==> src/rtl/error_reconstruct.sv <==
// Block-wise error reconstruction: unmaps decoded errors, adds them to the prediction,
// clamps to the sample range and tracks the adaptive Golomb parameter per block.
module error_reconstruct #(
    parameter int DATA_WIDTH     = 16,
    parameter int BLOCK_SIZE_LOG = 8,
    parameter int ACC_LOG        = 5,
    parameter int DELTA          = 0
) (
    input  logic                         clk,
    input  logic                         rst,
    input  logic                         d_flag_valid,
    output logic                         d_flag_ready,
    input  logic                         d_flag_data,
    input  logic                         prediction_valid,
    output logic                         prediction_ready,
    input  logic signed [DATA_WIDTH+2:0] prediction_data,
    input  logic                         merr_valid,
    output logic                         merr_ready,
    input  logic        [DATA_WIDTH+2:0] merr_data,
    output logic                         kj_valid,
    input  logic                         kj_ready,
    output logic        [ACC_LOG-1:0]    kj_data,
    output logic                         xhat_valid,
    input  logic                         xhat_ready,
    output logic        [DATA_WIDTH-1:0] xhat_data
);

    localparam int IW   = DATA_WIDTH + 3;
    localparam int AW   = IW + BLOCK_SIZE_LOG;
    localparam int CW   = BLOCK_SIZE_LOG + 1;
    localparam int KMAX = 2**ACC_LOG - 1;
    localparam int SW   = AW + CW + KMAX;
    localparam int RW   = DATA_WIDTH + 7 + $clog2(2*DELTA + 2);

    localparam logic [BLOCK_SIZE_LOG-1:0] LAST  = '1;
    localparam logic signed [RW-1:0]      SCALE = RW'(2*DELTA + 1);
    localparam logic signed [RW-1:0]      MAXV  = {{(RW-DATA_WIDTH){1'b0}}, {DATA_WIDTH{1'b1}}};

    typedef enum logic [2:0] {FLAG, KJ, DECODE, SKIP, OUT} state_t;

    state_t                    state;
    logic                      skip_blk;
    logic [BLOCK_SIZE_LOG-1:0] sample_cnt;
    logic [AW-1:0]             acc;
    logic [CW-1:0]             cnt;

    logic signed [RW-1:0] merr_ext;
    logic signed [RW-1:0] half;
    logic signed [RW-1:0] err;
    logic signed [RW-1:0] pred_ext;
    logic signed [RW-1:0] recon;
    logic                 joined;

    // Smallest k with (cnt << k) >= acc; stays at KMAX when no k qualifies.
    function automatic logic [ACC_LOG-1:0] calc_kj(input logic [AW-1:0] a, input logic [CW-1:0] c);
        logic [SW-1:0]      ce;
        logic [SW-1:0]      ae;
        logic [ACC_LOG-1:0] k;
        ce = SW'(c);
        ae = SW'(a);
        k  = ACC_LOG'(KMAX);
        for (int i = KMAX; i >= 0; i--) begin
            if ((ce << i) >= ae) k = ACC_LOG'(i);
        end
        return k;
    endfunction

    function automatic logic [DATA_WIDTH-1:0] clamp(input logic signed [RW-1:0] v);
        logic [DATA_WIDTH-1:0] r;
        if (v < 0)         r = '0;
        else if (v > MAXV) r = '1;
        else               r = v[DATA_WIDTH-1:0];
        return r;
    endfunction

    // Odd mapped errors are negative: e = -(merr+1)/2, even ones e = merr/2.
    always_comb begin
        merr_ext = RW'(merr_data);
        half     = (merr_ext + RW'(merr_data[0])) >>> 1;
        err      = merr_data[0] ? -half : half;
        pred_ext = RW'(prediction_data);
        recon    = pred_ext + err * SCALE;
    end

    assign joined           = merr_valid && prediction_valid;
    assign d_flag_ready     = (state == FLAG);
    assign merr_ready       = (state == DECODE) && joined;
    assign prediction_ready = (state == SKIP) || ((state == DECODE) && joined);
    assign kj_valid         = (state == KJ);
    assign xhat_valid       = (state == OUT);

    always_ff @(posedge clk or negedge rst) begin
        if (!rst) begin
            state      <= FLAG;
            skip_blk   <= 1'b0;
            sample_cnt <= '0;
            acc        <= '0;
            cnt        <= CW'(1);
            kj_data    <= '0;
            xhat_data  <= '0;
        end else begin
            unique case (state)
                FLAG: if (d_flag_valid) begin
                    acc        <= '0;
                    cnt        <= CW'(1);
                    sample_cnt <= '0;
                    skip_blk   <= d_flag_data;
                    if (d_flag_data) begin
                        state <= SKIP;
                    end else begin
                        kj_data <= '0;
                        state   <= KJ;
                    end
                end
                KJ: if (kj_ready) state <= DECODE;
                DECODE: if (joined) begin
                    acc       <= acc + AW'(merr_data);
                    cnt       <= cnt + CW'(1);
                    xhat_data <= clamp(recon);
                    state     <= OUT;
                end
                SKIP: if (prediction_valid) begin
                    xhat_data <= clamp(pred_ext);
                    state     <= OUT;
                end
                OUT: if (xhat_ready) begin
                    sample_cnt <= sample_cnt + BLOCK_SIZE_LOG'(1);
                    if (sample_cnt == LAST) begin
                        state <= FLAG;
                    end else if (skip_blk) begin
                        state <= SKIP;
                    end else begin
                        kj_data <= calc_kj(acc, cnt);
                        state   <= KJ;
                    end
                end
                default: state <= FLAG;
            endcase
        end
    end

endmodule
==> config.mk <==
export PLATFORM = sky130hd
export DESIGN_NAME = error_reconstruct
export DESIGN_NICKNAME = d
export VERILOG_FILES = /design/src/rtl/error_reconstruct.sv
export SDC_FILE = /design/constraint.sdc
export NUM_CORES = 1
export LEC_CHECK = 0
export ABC_AREA = 1
export CAP_MARGIN = 20
export CORE_ASPECT_RATIO = 1.25
export CORE_MARGIN = 4
export CORE_UTILIZATION = 35
export DETAILED_ROUTE_END_ITERATION = 8
export PLACE_DENSITY = 0.51
export SYNTH_ARGS = -nofsm -noshare
export SYNTH_HDL_FRONTEND = slang
export SYNTH_SLANG_ARGS = --single-unit
==> constraint.sdc <==
create_clock -name clk -period 4.45 [get_ports clk]
set_input_delay 1.1125 -clock clk [delete_from_list [all_inputs] [get_ports clk]]
set_output_delay 1.1125 -clock clk [all_outputs]
set_load 0.01 [all_outputs]
# ---- Yosys cells after proc, flatten, opt, wreduce, memory -nomap -nowiden
# Index checks and enable logic that the tools add are counted.
dict set report word_totals {
  wordCells 137
  input_bits 46
  output_inout_bits 26
  reg_bits 69
}
dict set report classes {
  n_addsub 6
  n_mux 63
  n_eq_ne 13
  n_lt_le_gt_ge 35
  reduce_logical 13
}
# operator n
set ops {}
lappend ops {{5-bit two-way mux} 35}
lappend ops {{16-bit two-way mux} 6}
lappend ops {{27-bit two-way mux} 2}
lappend ops {{27-bit case mux with 2 select lines} 1}
lappend ops {{39-bit by 27-bit >= comparator with 1-bit output} 1}
lappend ops {{38-bit by 27-bit >= comparator with 1-bit output} 1}
lappend ops {{37-bit by 27-bit >= comparator with 1-bit output} 1}
lappend ops {{36-bit by 27-bit >= comparator with 1-bit output} 1}
lappend ops {{35-bit by 27-bit >= comparator with 1-bit output} 1}
lappend ops {{34-bit by 27-bit >= comparator with 1-bit output} 1}
lappend ops {{33-bit by 27-bit >= comparator with 1-bit output} 1}
lappend ops {{32-bit by 27-bit >= comparator with 1-bit output} 1}
lappend ops {{16-bit case mux with 2 select lines} 1}
lappend ops {{31-bit by 27-bit >= comparator with 1-bit output} 1}
lappend ops {{30-bit by 27-bit >= comparator with 1-bit output} 1}
lappend ops {{29-bit by 27-bit >= comparator with 1-bit output} 1}
lappend ops {{28-bit by 27-bit >= comparator with 1-bit output} 1}
lappend ops {{27-bit by 19-bit adder with 27-bit output} 1}
lappend ops {{10-bit by 27-bit >= comparator with 1-bit output} 1}
lappend ops {{11-bit by 27-bit >= comparator with 1-bit output} 1}
lappend ops {{12-bit by 27-bit >= comparator with 1-bit output} 1}
lappend ops {{13-bit by 27-bit >= comparator with 1-bit output} 1}
lappend ops {{14-bit by 27-bit >= comparator with 1-bit output} 1}
lappend ops {{15-bit by 27-bit >= comparator with 1-bit output} 1}
lappend ops {{other kinds (46)} 66}

# ---- Longest topological paths before layout
# Gate-level depths: netlist of the first run.
dict set report depth {
  ltp_word 36
  ltp_mapped 34
}

# ---- Least setup slack after synthesis of the first run
# OpenSTA, ideal clock, no wires.
dict set report synth_timing {
  kind {input-to-reg}
  startpoint {in merr_data[0]}
  endpoint {reg xhat_data[7]}
  setup_time_ps 141
  required_ps 4309
  n_path_buf 1
  arrival_ps 4555
  path_stages 29
  path_slack_ps -246
  cell_sequence {ha_1 > nand2_1 > inv_1 > nor2_1 > inv_1 > ha_1 > nand3_1 > nor3_1 > inv_1 > nor3_1 > nor2_1 > xor2_1 > ha_1 > nand2_1 > inv_1 > a21boi_1 > o21ai_0 > a21boi_0 > o21ai_2 > a21oi_1 > o21ai_1 > xor2_1 > nor2_1 > nand3_1 > nand2_2 > buf_4 > nand2_1 > nand2_1 > a22oi_2}
}
dict set report synth_between {
  elab_chain_len 9
}
# element line
set synth_lines {}
lappend synth_lines {{start: declaration} 19} ;# input logic [DATA_WIDTH+2:0] merr_data,
lappend synth_lines {{19-bit by 1-bit adder with 20-bit output} 79} ;# half = (merr_ext + RW'(merr_data[0])) >>> 1;
lappend synth_lines {{19-bit negator with 24-bit output} 80} ;# err = merr_data[0] ? -half : half;
lappend synth_lines {{24-bit two-way mux *} 80}
lappend synth_lines {{19-bit by 24-bit adder with 24-bit output *} 82} ;# recon = pred_ext + err * SCALE;
lappend synth_lines {{24-bit by 17-bit > comparator with 1-bit output} 71} ;# else if (v > MAXV) r = '1;
lappend synth_lines {{16-bit two-way mux} 71}
lappend synth_lines {{16-bit two-way mux *} 70} ;# if (v < 0) r = '0;
lappend synth_lines {{16-bit two-way mux *} 116} ;# DECODE: if (joined) begin
lappend synth_lines {{16-bit case mux with 2 select lines *} 102} ;# unique case (state)
lappend synth_lines {{end signal: assignment} 119} ;# xhat_data <= clamp(recon);
lappend synth_lines {{end signal: assignment} 123} ;# xhat_data <= clamp(pred_ext);
lappend synth_lines {{end: declaration} 25} ;# output logic [DATA_WIDTH-1:0] xhat_data
# Every way passes the cells marked *; elsewhere a longest branch is shown, timed or not. The select of a mux whose other input is x is not followed.
# A chain may end at the register's enable or synchronous reset.

# ---- Final worst setup path of the first run
dict set report layout_timing {
  startpoint {in merr_data[0]}
  endpoint {reg xhat_data[14]}
}
# The elaborated chain is that of the path after synthesis.

==> reports/summary.txt, run 1 <==
Status: finished with violations
Failing checks: negative setup slack
Number of synthesis warnings: 0
Syn_area_per_cell: 6.94 µm²
Final period demand of the worst path: 4.56 ns
Hpwl dp: 31200 µm
Cells after DPL: 2233
DRT antenna net count: 0
Peak supply drop: 0.287 mV
Max-Cap Viols: 0
Post-synthesis simple-gate area fraction: 26.2%
Net Switching: 0.00470 W
TritonCTS clock tree: built
Worst Path Buf+Inv: 4
Number of synthesized flops with an enable pin: 0
Tightest Pin Transition: 1.11 ns
GP Congestion: 0.892
Combinational share of power: 78.6%
DRT iter0 DRCs: 663
Kind of critical path: in -> reg
Clk_skew: 0.00954 ns
Max frequency: 0.219 GHz
Pre-antenna DRT Iters: 5
Met3 Usage GRT: 2.11%
CP Launch Type: input port
Area grow syn2layout: 29.8%
Total CTS buffers: 9
Compound-Gate Fraction of Synth Area: 18.2%
Final Net Count: 2158
Final core utilization: 46.4%
Yosys reg bits: 69
Worst slew margin: 26.0%
Core Area: 31300 µm²
Post-synth ARST share: 100%
Hold WC Path Type: reg -> reg
Syn Nets: 1915
Number of global-route vias before repair: 11900
Mux share of post-synthesis cell area: 0%
Largest net degree at the start of global routing: 61
DR vias/cell: 5.27
Diodes inserted: 0
Period utilization: 103%
Die X-Extent: 168 µm
Die area: 34900 µm²
Drt wl/cell: 17.2 µm
Max Transition Viols Final: 0
Count of final setup violators: 16
Cells after Synth: 1612
Maximum buffer depth of the clock tree: 2
Critical path endpoint category: register
Final wirelength: 39000 µm
I/O pin total: 72
Crit path largest cell delay: 0.36 ns
Detailed-route via count: 11900
Post-Synth XOR/XNOR Area: 4.43%
Initial antenna violation count: 0
Internal power: 0.00409 W
Main synth FF type: dfrtp_1
Post-synth top cells: nand2_1, ha_1, nor2_1
Count leader, synth: nand2_1
Drt drc: 0
Clock Latency Late Sink: 0.35 ns
Seq/Total Area, Yosys: 15.5%
First-pass GRT wire length: 62000 µm
Final Hold Vio Count: 0
Synthesized cell area: 11200 µm²
Delay-heaviest family, CP: simple AND/OR/NAND/NOR gates
Fill cell count: 3135
Met2 Use GR: 40.5%
Crit path arrival time: 4.79 ns
Num rows: 72
Critical-path maximum fanout: 7
Worst Path Required: 4.67 ns
Layout Cells excl Fill: 2267
Die H: 208 µm
Starting Density: 35.8%
Seq pwr share: 12.0%
Area share of fa/ha/maj cells after synthesis: 28.9%
Synth area leaders: ha_1, dfrtp_1, nand2_1
Largest family of logic cells by synthesized area: adder cells
Synth top area share: 28.5%
Sw frac: 53.5%
Crit path max-delay cell type: ha_1
Root Driver: clkbuf_16
Yosys cell types: 57
Gr ovfl total: 0
CP most frequent cell: nand2_2
LEAKAGE: 7.53 nW
Pwr per Cell Area: 606 nW/µm²
RSZ-0062 raised after global routing: true
Met1 Track Usage GR: 25.1%
Clock transition at path regs: 0.07 ns
CTS sink count: 69
Port buffer count: 71
Fraction of layout cells with a size suffix above 1: 17.6%
Final worst slack: -0.113 ns
H-tree depth: 3
Clock power share: 9.4%
GR peak layer: met2
Total GRT Usage: 21.9%
Yosys top cell by area: ha_1
==> layout make-up <==
type	count	area, µm²	area share, %
clock inverter	7	105	0.724
inverter	182	683	4.71
multi-input combinational	1345	9150	63.1
sequential	69	1730	11.9
clock buffer	9	225	1.55
timing repair buffer	248	2110	14.5
tap	407	509	3.51
==> per-stage QoR <==
| step | power [W] | setup WS [ns] | hold WS (ns) | cell area [µm²] | TNS, ns |
|---|---|---|---|---|---|
| 2_1_floorplan | 0.00552 | -0.0535 | 0.456 | 11300 | -0.532 |
| 3_3_place_gp | 0.00768 | -1.07 | 0.476 | 13600 | -18.58 |
| 3_5_place_dp | 0.00782 | -1.14 | 0.469 | 13700 | -19.38 |
| 4_1_cts | 0.00874 | -0.0193 | 0.497 | 14200 | -0.0743 |
| 5_1_grt | 0.00975 | -0.416 | 0.536 | 14500 | -6.32 |
| 6_report | 0.00879 | -0.113 | 0.488 | 14500 | -1.35 |
==> sequential cells by signal, summed over array words and instances (netlist names) <==
| name | cells |
|---|---|
| acc | 27 |
| kj_data | 5 |
| sample_cnt | 8 |
| skip_blk | 1 |
| state | 3 |
| xhat_data | 16 |
| cnt | 9 |
==> final timing paths <==
kind                            cells after the start             to  slack [ns]          from
worst max-delay path                               29  xhat_data[14]       -0.11  merr_data[0]
worst min-delay path                                2     kj_data[0]        0.49    kj_data[0]
worst max register to register                     13     kj_data[3]        0.86        cnt[3]
worst min register to register                      2     kj_data[0]        0.49    kj_data[0]
max in group asynchronous                           2         acc[9]        2.87           rst
min in group asynchronous                           1         acc[4]        0.84           rst
==> per-layer routing <==
metal	wire length [µm]	part of all wire [%]	vias up
li1	-	-	6063
met1	16100	41	5585
met2	19900	51	202
met3	965	2.5	87
met4	2040	5.2	0
met5	0	0	-
==> worst register-to-register path, stage by stage, from the launching register on <==
cell	delay, ns
dfrtp_1	1.08
ha_1	0.41
nand2_1	0.10
nor2_1	0.05
a211oi_1	0.16
o21ai_0	0.10
a21boi_0	0.19
nor2_1	0.05
or2_2	0.27
a22oi_1	0.30
nand4_1	0.17
nor3_1	0.30
nand2_1	0.10
a22o_1	0.19
==> layout by cell type (no fill, tap or decap), types with 51 or more instances in the layout <==
cell type | Yosys | layout
dfrtp_1 | 68 | 68
clkdlybuf4s50_1 | 0 | 59
nor2_1 | 191 | 179
o21ai_0 | 75 | 63
inv_1 | 179 | 173
nand3_1 | 69 | 65
nor3_1 | 56 | 51
a21oi_1 | 155 | 143
buf_4 | 1 | 167
nand2_1 | 319 | 295
ha_1 | 255 | 249
==> cell families after synthesis <==
family,Yosys count
AO/OA/AOI/OAI,343
adder cells (fa/ha/maj),257
XOR/XNOR,54
buffers and inverters,199
flip-flops,69
AND/OR/NAND/NOR,690
==> repair_timing <==
item                       4_1_cts  5_1_grt
cloned                           1        1
gates resized for setup         86       54
hold buffers                     0        0
setup buffers                    9        7
pin swaps                       62       46
setup endpoints to repair       17       16
==> power by group through the flow <==
stage	logic, W	clock network (W)	registers, W
final	0.00691	0.000824	0.00105
after detailed placement	0.00676	0	0.00106
after global routing	0.00780	0.000865	0.00108
after CTS	0.00685	0.000840	0.00105
after global placement	0.00659	0	0.00108
after floorplan	0.00444	0	0.00108
Power figures use the tool's default switching activity.
==> inputs of run 2 (changes only) <==
- clock period: 4.45 -> 4.5 ns (I/O delays scaled with it)
==> run 2 against run 1 <==
  * The flow still finishes with violations (negative setup slack)
  * Sequential power hardly changed
  * Clock-buffer cell count stayed put
  * Cell area is 0.29% higher
  * Die area stayed put
  * Largest cell class unchanged
  * Core utilization is 0.14 points higher
  * Hold slack worse by 0.0019 ns
  * Global-route usage hardly changed
  * Power is 1.1% lower
  * First-iteration DRC count is 4.4% higher
  * Via count is 0.72% lower
  * Highest routed layer unchanged
==> reports/summary.txt, run 2 (synthesized netlist as in run 1, its figures left out) <==
Gr ovfl total: 0 (unchanged)
Detailed-route via count: 11900 (-0.72%)
Hpwl dp: 31200 µm (about the same)
DRT iter0 DRCs: 692 (+4.4%)
Pre-CTS setup slack: -1.14 ns (+0.00258 ns)
Worst slew margin: 26.0% (about the same)
Final Net Count: 2163 (+0.23%)
DRT antenna net count: 0 (unchanged)
Clock Latency Late Sink: 0.35 ns (about the same)
Fraction of layout cells with a size suffix above 1: 18.1% (+0.54 points)
DR WL met3: 939 µm (-2.7%)
Most common cell after layout, fill and taps aside: nand2_1
Area grow syn2layout: 30.1%
Clk_skew: 0.0105 ns (+0.000935 ns)
Crit path largest cell delay: 0.35 ns (about the same)
CTS sink count: 69 (unchanged)
Final period demand of the worst path: 4.61 ns
Clock transition at path regs: 0.07 ns (about the same)
Max reg flops: 27 (unchanged)
Worst Path Required: 4.71 ns (+0.04 ns)
CP most frequent cell: nand2_1
TritonCTS clock tree: built
Initial antenna violation count: 0 (unchanged)
Critical Path Source: merr_data[0]
Commonest non-fill, non-tap cells in the layout: nand2_1, ha_1, nor2_1, buf_4, inv_1
Top Metal Used: met4
Hold WC Path Type: reg -> reg
Drt drc: 0 (unchanged)
Hold Buf Count CTS: 0 (unchanged)
Period utilization: 102%
I/O pin total: 72 (unchanged)
Fill cell count: 3114 (-0.67%)
Num rows: 72 (unchanged)
Final worst slack: -0.106 ns (+0.00688 ns)
Critical path endpoint category: register
Max Transition Viols Final: 0 (unchanged)
Diodes inserted: 0 (unchanged)
Starting Density: 35.8% (unchanged)
Pwr per Cell Area: 597 nW/µm² (-1.3%)
Largest net degree at the start of global routing: 54 (-11%)
HP Start: kj_data[0]
Failing checks: negative setup slack
Total power: 0.00869 W (-1.1%)
Maximum buffer depth of the clock tree: 2 (unchanged)
Final core utilization: 46.5% (+0.14 points)
Max-Cap Viols: 0 (unchanged)
RSZ-0062 raised after global routing: true
Kind of critical path: in -> reg
Die X-Extent: 168 µm (unchanged)
Setup TNS: -1.27 ns (+0.0804 ns)
Drt wl/cell: 17.2 µm (-0.11%)
Final instance area: 14600 µm² (+0.29%)
Number of global-route vias before repair: 11700 (-1.4%)
Critical-path maximum fanout: 4 (-3)
Port buffer count: 71 (unchanged)
Reg-to-reg startpoint: cnt[3]
DR vias/cell: 5.22 (-0.94%)
Reg2reg path depth: 13 (unchanged)
Core Area: 31300 µm² (unchanged)
First-pass GRT wire length: 61900 µm (-0.12%)
LEAKAGE: 7.54 nW (+0.21%)
FF+latch area: 1730 µm² (unchanged)
Status: finished with violations
GP Congestion: 0.894 (+0.18%)
Root Driver: clkbuf_16
Crit path max-delay cell type: ha_1
H-tree depth: 3 (unchanged)
Final wirelength: 39000 µm (+0.11%)
Wire length on met1: 16200 µm (+0.65%)
Count of final setup violators: 16 (unchanged)
Reg with most FFs: acc
Routed wl met2: 20200 µm (+1.4%)
Tightest Pin Transition: 1.11 ns (-0.000220 ns)
Top flop regs: acc x27, xhat_data x16, cnt x9
Die area: 34900 µm² (unchanged)
Pre-antenna DRT Iters: 5 (unchanged)
Total GRT Usage: 21.9% (about the same)
Final Hold Vio Count: 0 (unchanged)
Cell Area, Placed: 13600 µm² (-0.11%)
CP Capture Point: xhat_data[1]
Total CTS buffers: 9 (unchanged)
R2R setup slack: 0.88 ns (+0.02 ns)
Area of the multi-input gates: 9180 µm² (+0.33%)
Die H: 208 µm (unchanged)
Crit path arrival time: 4.82 ns (+0.03 ns)
Peak supply drop: 0.298 mV (+3.7%)
FF-to-FF End: kj_data[3]
CP Launch Type: input port
Max frequency: 0.217 GHz
-- run 2: cell count changes in the layout (fill, tap and decap cells not counted), moves of 3 or more --
cell,previous run,this run
buf_4,167,177
xor2_2,3,7
buf_6,8,5
xor2_1,36,32
-- run 2: report_power, final --
part / switching (W) / internal, W
combinational: 0.00411 / 0.00273
clock: 0.000327 / 0.000496
sequential: 0.000219 / 0.000818
total: 0.00465 / 0.00404
-- run 2: how the worst min path moves through the flow --
| stage | to | slack (ns) | depth (start not counted) |
|---|---|---|---|
| after floorplan | acc[26] | 0.46 | 1 |
| after global placement | kj_data[1] | 0.47 | 2 |
| after detailed placement | kj_data[0] | 0.47 | 2 |
| after CTS | kj_data[0] | 0.49 | 2 |
| after global routing | kj_data[1] | 0.52 | 2 |
| final | kj_data[0] | 0.49 | 2 |
-- run 2: area by class of cell --
| type | instances | area share (%) |
|---|---|---|
| multi-input combinational | 1345 | 63.1 |
| timing repair buffer | 253 | 14.5 |
| sequential | 69 | 11.9 |
| inverter | 182 | 4.73 |
| tap | 407 | 3.50 |
| clock buffer | 9 | 1.55 |
| clock inverter | 7 | 0.731 |
-- run 2: through the flow --
step                      hold WS, ns  std cells
after CTS                       0.493       2261
after floorplan                 0.456       1612
after global placement          0.473       2230
after detailed placement        0.472       2231
after global routing            0.518       2272
final                           0.486       2272
-- run 2: routing by layer --
metal  GRT usage [%]  up-vias
met3            2.08       83
li1                -     6081
met1            25.4     5491
met4            8.51        0
met2            41.0      196
met5               0        -
-- run 2: critical path: cells and delay by family --
| family | cells | cell delay [ns] |
|---|---|---|
| buf+inv | 6 | 0.60 |
| fa+ha+maj | 3 | 0.67 |
| compound gates | 7 | 0.94 |
| simple gates | 13 | 1.22 |
| xor+xnor | 2 | 0.24 |
-- run 2: repair_timing --
action | 4_1_cts | 5_1_grt
setup buffers | 14 | 13
gates cloned | 1 | 0
gates resized for setup | 84 | 58
pin swaps | 46 | 58
endpoints found under the setup margin | 17 | 16
==> inputs of run 3 (changes only) <==
- CTS_CLUSTER_DIAMETER: not set -> 200
==> results of run 3 <==
Final layout, timing and power as in run 2 (identical DEF).
